==> config.mk <==
export PLATFORM = sky130hd
export DESIGN_NAME = x_top_mem_slave
export DESIGN_NICKNAME = d
export VERILOG_FILES = /design/src/rtl/x_top_mem_slave.sv
export SDC_FILE = /design/constraint.sdc
export NUM_CORES = 1
export LEC_CHECK = 0
export CORE_MARGIN = 2
export CORE_UTILIZATION = 57
export CTS_CLUSTER_DIAMETER = 150
export DETAILED_ROUTE_END_ITERATION = 7
export PLACE_DENSITY = 0.78
export SLEW_MARGIN = 10
export SYNTH_ARGS = -nofsm -noshare
export SYNTH_HDL_FRONTEND = slang
export SYNTH_SLANG_ARGS = --single-unit
==> constraint.sdc <==
create_clock -name i_clk -period 6.1 [get_ports i_clk]
set_input_delay 1.22 -clock i_clk [delete_from_list [all_inputs] [get_ports i_clk]]
set_output_delay 1.22 -clock i_clk [all_outputs]
set_load 0.01 [all_outputs]
==> src/rtl/x_top_mem_slave.sv <==
// UART-side target of the x_top_mem bridge: decodes serial command frames into 32-bit
// valid/accept memory transactions and returns ack or read-data bytes. Includes its UART rx/tx.

module x_top_uart_rx #(
    parameter int unsigned p_clk_hz = 1000000,
    parameter int unsigned p_baud   = 9600
) (
    input  logic       i_clk,
    input  logic       i_nrst,
    input  logic       i_rx,
    output logic       o_valid,
    output logic [7:0] o_data
);
    localparam int unsigned c_div   = p_clk_hz / p_baud;
    localparam int unsigned c_half  = (c_div / 2 > 0) ? c_div / 2 : 1;
    localparam int unsigned c_div_w = $clog2(c_div + 1);

    typedef enum logic [1:0] {r_idle, r_start, r_data, r_stop} rx_state_t;

    rx_state_t            state;
    logic                 rx_s1, rx_s2;
    logic [c_div_w-1:0]   div_cnt;
    logic [2:0]           bit_cnt;
    logic [7:0]           shreg;

    // Start edge is re-checked half a bit in, then every bit is sampled mid-period.
    always_ff @(posedge i_clk or negedge i_nrst) begin
        if (!i_nrst) begin
            state   <= r_idle;
            rx_s1   <= 1'b1;
            rx_s2   <= 1'b1;
            div_cnt <= '0;
            bit_cnt <= '0;
            shreg   <= '0;
            o_valid <= 1'b0;
            o_data  <= '0;
        end else begin
            rx_s1   <= i_rx;
            rx_s2   <= rx_s1;
            o_valid <= 1'b0;
            unique case (state)
                r_idle: begin
                    div_cnt <= '0;
                    if (!rx_s2) state <= r_start;
                end
                r_start: begin
                    if (div_cnt == c_div_w'(c_half - 1)) begin
                        div_cnt <= '0;
                        bit_cnt <= '0;
                        state   <= rx_s2 ? r_idle : r_data;
                    end else begin
                        div_cnt <= div_cnt + 1'b1;
                    end
                end
                r_data: begin
                    if (div_cnt == c_div_w'(c_div - 1)) begin
                        div_cnt <= '0;
                        shreg   <= {rx_s2, shreg[7:1]};
                        if (bit_cnt == 3'd7) state <= r_stop;
                        else                 bit_cnt <= bit_cnt + 1'b1;
                    end else begin
                        div_cnt <= div_cnt + 1'b1;
                    end
                end
                r_stop: begin
                    if (div_cnt == c_div_w'(c_div - 1)) begin
                        if (rx_s2) begin
                            o_valid <= 1'b1;
                            o_data  <= shreg;
                        end
                        state <= r_idle;
                    end else begin
                        div_cnt <= div_cnt + 1'b1;
                    end
                end
            endcase
        end
    end
endmodule

module x_top_uart_tx #(
    parameter int unsigned p_clk_hz = 1000000,
    parameter int unsigned p_baud   = 9600
) (
    input  logic       i_clk,
    input  logic       i_nrst,
    input  logic       i_valid,
    input  logic [7:0] i_data,
    output logic       o_accept_c,
    output logic       o_tx
);
    localparam int unsigned c_div   = p_clk_hz / p_baud;
    localparam int unsigned c_div_w = $clog2(c_div + 1);

    logic               busy;
    logic [9:0]         shreg;
    logic [3:0]         bit_cnt;
    logic [c_div_w-1:0] div_cnt;

    assign o_accept_c = i_valid & ~busy;

    // Frame is {stop, data, start}; shreg[0] is the bit currently on the line.
    always_ff @(posedge i_clk or negedge i_nrst) begin
        if (!i_nrst) begin
            busy    <= 1'b0;
            shreg   <= '1;
            bit_cnt <= '0;
            div_cnt <= '0;
            o_tx    <= 1'b1;
        end else if (o_accept_c) begin
            busy    <= 1'b1;
            shreg   <= {1'b1, i_data, 1'b0};
            bit_cnt <= '0;
            div_cnt <= '0;
            o_tx    <= 1'b0;
        end else if (busy) begin
            if (div_cnt == c_div_w'(c_div - 1)) begin
                div_cnt <= '0;
                if (bit_cnt == 4'd9) begin
                    busy <= 1'b0;
                    o_tx <= 1'b1;
                end else begin
                    bit_cnt <= bit_cnt + 1'b1;
                    shreg   <= {1'b1, shreg[9:1]};
                    o_tx    <= shreg[1];
                end
            end else begin
                div_cnt <= div_cnt + 1'b1;
            end
        end
    end
endmodule

module x_top_mem_slave #(
    parameter int unsigned p_clk_hz  = 1000000,
    parameter int unsigned p_baud    = 9600,
    parameter int unsigned p_timeout = 100000
) (
    input  logic        i_clk,
    input  logic        i_nrst,
    input  logic        i_rx,
    output logic        o_tx,
    output logic        o_rnw,
    output logic        o_valid,
    input  logic        i_accept,
    output logic [31:0] o_addr,
    output logic [31:0] o_data,
    input  logic [31:0] i_data,
    output logic        o_busy,
    output logic        o_err
);
    typedef enum logic [2:0] {s_idle, s_addr, s_wdata, s_ack, s_mem, s_rsend} state_t;

    state_t      state;
    logic [1:0]  idx;
    logic [1:0]  idx_nx;
    logic        cmd_rd;
    logic        final_ack;
    logic [31:0] rdata;
    logic [31:0] tmo_cnt;
    logic        tmo_hit_c;
    logic        tx_req;
    logic [7:0]  tx_data;
    logic        tx_accept_c;
    logic        rx_valid;
    logic [7:0]  rx_data;

    x_top_uart_rx #(.p_clk_hz(p_clk_hz), .p_baud(p_baud)) u_rx (
        .i_clk   (i_clk),
        .i_nrst  (i_nrst),
        .i_rx    (i_rx),
        .o_valid (rx_valid),
        .o_data  (rx_data)
    );

    x_top_uart_tx #(.p_clk_hz(p_clk_hz), .p_baud(p_baud)) u_tx (
        .i_clk      (i_clk),
        .i_nrst     (i_nrst),
        .i_valid    (tx_req),
        .i_data     (tx_data),
        .o_accept_c (tx_accept_c),
        .o_tx       (o_tx)
    );

    assign idx_nx    = idx + 2'd1;
    assign tmo_hit_c = (p_timeout != 0) && (tmo_cnt == 32'(p_timeout - 1));

    // Frame decoder; a received byte always takes priority over timeout expiry.
    always_ff @(posedge i_clk or negedge i_nrst) begin
        if (!i_nrst) begin
            state     <= s_idle;
            idx       <= '0;
            cmd_rd    <= 1'b0;
            final_ack <= 1'b0;
            rdata     <= '0;
            tmo_cnt   <= '0;
            tx_req    <= 1'b0;
            tx_data   <= '0;
            o_rnw     <= 1'b0;
            o_valid   <= 1'b0;
            o_addr    <= '0;
            o_data    <= '0;
            o_busy    <= 1'b0;
            o_err     <= 1'b0;
        end else begin
            o_err <= 1'b0;
            unique case (state)
                s_idle: begin
                    if (rx_valid) begin
                        if (rx_data == 8'h00 || rx_data == 8'h01) begin
                            state   <= s_addr;
                            cmd_rd  <= rx_data[0];
                            idx     <= '0;
                            tmo_cnt <= '0;
                            o_busy  <= 1'b1;
                        end else begin
                            o_err <= 1'b1;
                        end
                    end
                end
                s_addr: begin
                    if (rx_valid) begin
                        o_addr[{idx, 3'b000} +: 8] <= rx_data;
                        tmo_cnt <= '0;
                        if (idx == 2'd3) begin
                            idx <= '0;
                            if (cmd_rd) begin
                                state   <= s_mem;
                                o_valid <= 1'b1;
                                o_rnw   <= 1'b1;
                            end else begin
                                state <= s_wdata;
                            end
                        end else begin
                            idx <= idx_nx;
                        end
                    end else if (tmo_hit_c) begin
                        state  <= s_idle;
                        idx    <= '0;
                        o_busy <= 1'b0;
                        o_err  <= 1'b1;
                    end else begin
                        tmo_cnt <= tmo_cnt + 32'd1;
                    end
                end
                s_wdata: begin
                    if (rx_valid) begin
                        o_data[{idx, 3'b000} +: 8] <= rx_data;
                        tmo_cnt <= '0;
                        if (idx == 2'd3) begin
                            state   <= s_mem;
                            idx     <= '0;
                            o_valid <= 1'b1;
                            o_rnw   <= 1'b0;
                        end else begin
                            state     <= s_ack;
                            final_ack <= 1'b0;
                            tx_req    <= 1'b1;
                            tx_data   <= 8'h00;
                        end
                    end else if (tmo_hit_c) begin
                        state  <= s_idle;
                        idx    <= '0;
                        o_busy <= 1'b0;
                        o_err  <= 1'b1;
                    end else begin
                        tmo_cnt <= tmo_cnt + 32'd1;
                    end
                end
                s_ack: begin
                    if (rx_valid) o_err <= 1'b1;
                    if (tx_accept_c) begin
                        tx_req <= 1'b0;
                        if (final_ack) begin
                            state  <= s_idle;
                            idx    <= '0;
                            o_busy <= 1'b0;
                        end else begin
                            state   <= s_wdata;
                            idx     <= idx_nx;
                            tmo_cnt <= '0;
                        end
                    end
                end
                s_mem: begin
                    if (rx_valid) o_err <= 1'b1;
                    if (i_accept) begin
                        o_valid <= 1'b0;
                        idx     <= '0;
                        tx_req  <= 1'b1;
                        if (cmd_rd) begin
                            state   <= s_rsend;
                            rdata   <= i_data;
                            tx_data <= i_data[7:0];
                        end else begin
                            state     <= s_ack;
                            final_ack <= 1'b1;
                            tx_data   <= 8'h00;
                        end
                    end
                end
                s_rsend: begin
                    if (rx_valid) o_err <= 1'b1;
                    if (tx_accept_c) begin
                        if (idx == 2'd3) begin
                            state  <= s_idle;
                            idx    <= '0;
                            tx_req <= 1'b0;
                            o_busy <= 1'b0;
                        end else begin
                            idx     <= idx_nx;
                            tx_data <= rdata[{idx_nx, 3'b000} +: 8];
                        end
                    end
                end
            endcase
        end
    end
endmodule

### Word-level counts from Yosys, hierarchy flattened

Index checks and enable logic that the tools add are counted.

| word-level totals | value |
|---|---|
| bits in latches | 0 |
| memories kept | 0 |
| RAM bits | 0 |
| output and inout port bits | 69 |
| ROM bits | 0 |
| flip-flop bits (word level) | 202 |
| input bits | 36 |

| operators by class | value |
|---|---|
| muxes and demuxes | 114 |
| bitwise operators | 2 |
| multiply operators | 0 |
| order comparisons | 0 |
| shifts and indexed selects | 3 |
| $add $sub $neg | 7 |
| reductions and logical operators | 35 |
| equal/unequal tests | 45 |
| div/mod/pow operators | 0 |

Operator list:

| kind | number |
|---|---|
| 32-bit 2-to-1 mux | 6 |
| 32-bit case mux with 3 select lines | 1 |
| 32-bit bitwise mux | 2 |
| 3-bit 2-to-1 mux | 16 |
| 8-bit 2-to-1 mux | 6 |
| 7-bit 2-to-1 mux | 6 |
| 10-bit 2-to-1 mux | 4 |
| 1-bit 2-to-1 mux | 39 |
| 2-bit 2-to-1 mux | 18 |
| 2-bit != test (second input constant) | 18 |
| 32-bit by 1-bit adder with 32-bit output (second input constant) | 1 |
| 32-bit by 17-bit equality test with 1-bit output (second input constant) | 1 |
| 8-bit by 7-bit variable shift with 32-bit output (first input constant) | 1 |
| 32-bit by 6-bit indexed part select with 8-bit output | 1 |
| 8-bit by 7-bit indexed part select with 32-bit output | 1 |
| 7-bit case mux with 4 select lines | 1 |
| 8-bit case mux with 3 select lines | 1 |
| 6-bit AND reduction | 4 |
| 7-bit AND reduction | 3 |
| 3-bit case mux with 6 select lines | 1 |
| 4-bit 2-to-1 mux | 4 |
| 2-bit by 1-bit != test with 1-bit output (second input constant) | 8 |
| 7-bit by 1-bit adder with 7-bit output (second input constant) | 2 |
| 7-bit equality test (second input constant) | 2 |
| 36 further kinds | 59 |

### Longest topological paths before layout

| depth | value |
|---|---|
| depth in word-level cells | 5 |
| depth in mapped cells | 9 |
| mapped depth without buffers | 7 |

### Modules after synthesis

A second synthesis with hierarchy kept.

| unflattened totals | value |
|---|---|
| cell total of the unflattened synthesis | 868 |
| area total of the unflattened synthesis | 9773.1 sq um |

Modules (own cells, without submodules):

| module | sequential area each (sq um) | area an instance (sq um) | cells an instance | instances |
|---|---|---|---|---|
| x_top_mem_slave | 3703.6 | 7300.8 | 647 | 1 |
| x_top_uart_rx | 778.2 | 1416.4 | 107 | 1 |
| x_top_uart_tx | 536.8 | 1056.0 | 114 | 1 |

### Worst setup path after synthesis

OpenSTA, ideal clock, no wires.

| path | value |
|---|---|
| path kind | reg2reg |
| start point | register idx[0] |
| end point | register o_data[15] |
| setup time | 83 ps |
| setup slack | 3632 ps |
| required time | 6017 ps |
| data arrival time | 2385 ps |
| stages on the path, launching flop included | 8 |
| path buffers | 2 |
| cell sequence | dfrtp_1 -> buf_2 -> inv_1 -> ha_1 -> buf_1 -> nor3b_1 -> nand2_1 -> o21ai_0 |

| on the way | value |
|---|---|
| word-level cells in the longest chain between the ends | 3 |

RTL lines:

| item | RTL line | source |
|---|---|---|
| start: declaration | 155 | `logic [1:0] idx;` |
| start signal: assignment | 235 | `idx <= idx_nx;` |
| start signal: assignment | 280 | `idx <= idx_nx;` |
| start signal: assignment | 311 | `idx <= idx_nx;` |
| 5-bit negation with 7-bit output (*) | 248 | `o_data[{idx, 3'b000} +: 8] <= rx_data;` |
| 8-bit by 7-bit indexed part select with 32-bit output / 8-bit by 7-bit variable shift with 32-bit output (equally long branches) | 248 |  |
| 32-bit bitwise mux (*) | 248 |  |
| end signal: indexed assignment | 248 |  |
| end: declaration | 147 | `output logic [31:0] o_data,` |

Mark *: on every way between the ends. The rest lies on a longest branch, timed or not.
A chain may end at the register's enable or synchronous reset.

### Worst setup path after layout

| path | value |
|---|---|
| start point | register state[1] |
| end point | register tmo_cnt[9] |

| on the way | value |
|---|---|
| word-level cells in the longest chain between the ends | 4 |

RTL lines:

| item | RTL line | source |
|---|---|---|
| start: declaration | 154 | `state_t state;` |
| start signal: assignment | 191 | `state <= s_idle;` |
| start signal: assignment | 211 | `state <= s_addr;` |
| start signal: assignment | 228 | `state <= s_mem;` |
| 3-bit by 2-bit equality test with 1-bit output / 3-bit by 1-bit equality test with 1-bit output (equally long branches) | 207 | `unique case (state)` |
| 2-bit OR reduction (no source line) | -- |  |
| 3-bit by 2-bit != test with 1-bit output (no source line) / 3-bit nonzero test (equally long branches) | -- |  |
| 6-bit AND reduction (no source line) | -- |  |
| end signal: assignment | 243 | `tmo_cnt <= tmo_cnt + 32'd1;` |
| end signal: assignment | 267 | `tmo_cnt <= tmo_cnt + 32'd1;` |
| end: declaration | 160 | `logic [31:0] tmo_cnt;` |

Parallel ways exist; a longest one is shown, timed or not.

==> out/qor.csv <==
metric;value;unit
CP Data Arrival Time;3.79;ns
Yosys cell types;65;
CTS tree;built;
PostCTS Resize Cnt;0;
Ys Warns;0;
Global Route Usage Sum;25.7;%
Syn Nets;985;
maximum level of the CTS H-tree;4;
CTS Buffer Depth;2;
synthesized area;9540;µm²
cts hold-fix bufs;0;
Synth Flop Type;dfrtp_1;
post-route ant nets;0;
num ports;105;
fmax;0.285;GHz
crit path time final;3.50;ns
Reg clk slew, reported paths;0.07;ns
CP Depth;5;
Max VDD drop;0.197;mV
#FFs+latches synth;200;
Fin Setup TNS;0;ns
total setup buffers inserted after CTS;0;
Area after DPL;10700;µm²
DIE AREA;17800;µm²
FF-to-FF path depth;5;
WL final;21700;µm
DRC violations left;0;
ys async rst share;100;%
Via density;6.03;
vias in the first global route;7359;
Hold Fails Final Rpt;0;
grt ovf;0;
total CTS buffers;17;
initial antenna violation count;0;
area of the core;16500;µm²
Worst Tran Pin Value;1.03;ns
CP Capture Type;register;
Crit Path Max Fanout;29;
RD Place Congestion;0.930;
final instance area;11300;µm²
chip height;133;µm
WL per Instance;17.3;µm
crit-path cells;nor3_1 -> a311oi_1 -> nand2_1 -> nor2_2 -> a21oi_1;
Die Wd;133;µm
fill cell count;1241;
number of synthesized flops with an enable pin;0;
clock sink total;200;
layout cells sized above 1;11.5;%
Avg Inst Size Synth;10.2;µm²
RSZ-0062 raised after global routing;false;
vias post-DR;7564;
Area Overhead vs Synth;18.7;%
fin crit share;57.5;%
nature of the critical path startpoint;register;
Clock Tree Root;clkbuf_16;
post-synthesis sequential area ratio;52.6;%
hold crit path type;reg -> reg;
router iterations before antenna repair;5;
input/output buffers;104;
CP bufs+invs;0;
worst setup path category;reg -> reg;
Max-Cap Viols;0;
delay-heaviest family, CP;simple AND/OR/NAND/NOR gates;
1st-iter DRT viols;659;
Clock Skew;0.00887;ns
max incr delay on CP;0.83;ns
Site Rows;47;
Slew Limit Fails;0;
Slew HR;31.1;%
Final HPWL DP;14800;µm
initial core utilization;58.0;%
status;finished, final reports clean;
Leak;4.82;nW
Hold Path Stages;0;
Worst-Skew Late Latency;0.45;ns
ant diodes;0;
global-route wire length before repair;36800;µm
Syn Inst Count;935;
final setup violation count;0;
Final nets;1071;
Worst EP required;6.39;ns
Power Density;219;nW/µm²
largest net degree at the start of global routing;98;
CP max stage cell;nor2_2;
-- power by group --
| part | switching [mW] | internal (mW) |
|---|---|---|
| clock | 0.560 | 0.548 |
| sequential | 0.000409 | 1.33 |
| combinational | 0.0292 | 0.0207 |
-- cells in the final DEF (no fill, tap or decap), types with 5 or more instances in the layout --
cell type | Yosys | final
ha_1 | 14 | 14
nor2_1 | 34 | 34
buf_4 | 0 | 7
xor2_1 | 5 | 5
inv_1 | 22 | 22
a21oi_1 | 35 | 35
o21ai_0 | 106 | 106
clkbuf_16 | 0 | 17
nor2b_1 | 7 | 7
dfstp_2 | 11 | 11
and2_1 | 5 | 5
mux2_2 | 49 | 49
a211o_1 | 6 | 6
clkdlybuf4s50_1 | 0 | 103
nor3_1 | 13 | 13
o31ai_1 | 21 | 21
a31oi_1 | 8 | 8
nand3_1 | 35 | 35
dfrtp_1 | 189 | 189
nor4_1 | 14 | 13
nand2b_1 | 9 | 9
inv_6 | 0 | 5
a32oi_1 | 8 | 8
or4_1 | 15 | 15
nand4_1 | 12 | 12
mux4_2 | 8 | 8
and3_1 | 8 | 8
or3_1 | 9 | 9
mux2i_1 | 24 | 24
nand2_1 | 161 | 161
-- worst paths after layout --
check,from,end,slack [ns]
hold reg to reg,u_rx.rx_s1,u_rx.rx_s2,0.36
max in group asynchronous,i_nrst,cmd_rd,4.08
setup reg to reg,state[1],tmo_cnt[9],2.60
min in group asynchronous,i_nrst,rdata[29],0.82
hold / removal,u_rx.rx_s1,u_rx.rx_s2,0.36
setup / recovery,state[1],tmo_cnt[9],2.60
-- synthesized netlist by cell type (all sizes together) (9+ instances only) --
master  count  area, µm²
nand3      35        175
dfrtp     189       4730
a21oi      35        175
nor2       35        134
nor4       14       87.6
or3         9       56.3
ha         14        175
o31ai      21        158
or4        16        124
mux2       49        552
dfstp      11        289
nand2     161        604
nand2b      9       56.3
nor3       15       85.1
nand4      12       75.1
inv        22       82.6
buf        14       62.6
mux2i      24        240
o21ai     106        531
clkbuf     30        114
-- layer usage --
layer	GRT usage, %	wire length (µm)
met5	0	0
met4	8.39	436
met3	5.37	1420
met2	40.9	10400
met1	35.7	9400
-- registers in the layout (all words and copies together), names as in the netlist, 2 cells and up, named ones only --
| register | flops |
|---|---|
| u_rx.bit_cnt | 3 |
| state | 3 |
| tmo_cnt | 32 |
| o_data | 32 |
| u_tx.div_cnt | 7 |
| o_addr | 32 |
| u_rx.div_cnt | 7 |
| rdata | 32 |
| u_rx.shreg | 8 |
| u_tx.shreg | 8 |
| idx | 2 |
| tx_data | 8 |
| u_rx.o_data | 8 |
| u_tx.bit_cnt | 4 |
-- per-stage QoR --
| stage | util [%] | worst slack (ns) | cells | total power, mW | hold slack (ns) |
|---|---|---|---|---|---|
| after global placement | 65.3 | 2.92 | 1222 | 1.40 | 0.347 |
| final | 68.8 | 2.60 | 1254 | 2.48 | 0.361 |
| after global routing | 68.8 | 2.38 | 1254 | 2.56 | 0.362 |
| after floorplan | - | 3.63 | 935 | 1.35 | 0.345 |
| after CTS | 68.8 | 2.75 | 1254 | 2.50 | 0.361 |
| after detailed placement | 65.3 | 2.77 | 1222 | 1.40 | 0.349 |
-- kinds of logic after synthesis --
group | share of synthesized area [%]
AND/OR/NAND/NOR | 17.8
AO/OA/AOI/OAI | 14.2
flip-flops | 52.6
multiplexers | 10.2
buffers and inverters | 2.71
adder cells (fa/ha/maj) | 1.84
XOR/XNOR | 0.642
-- worst reg2reg max path, delay by kind of cell, from the launching register on --
kind | cells | cell delay, ns
AND/OR/NAND/NOR | 3 | 1.77
flip-flops | 1 | 0.73
AO/OA/AOI/OAI | 2 | 0.85
-- final cells by class --
type | count | area [µm²] | share of cell area [%]
Inverter | 22 | 82.6 | 0.729
Multi-Input combinational cell | 669 | 4270 | 37.7
Sequential cell | 200 | 5020 | 44.3
Tap cell | 220 | 275 | 2.43
Clock inverter | 15 | 153 | 1.35
Timing Repair Buffer | 111 | 1100 | 9.69
Clock buffer | 17 | 425 | 3.76
No activity file was read; power rests on OpenSTA's default activity.
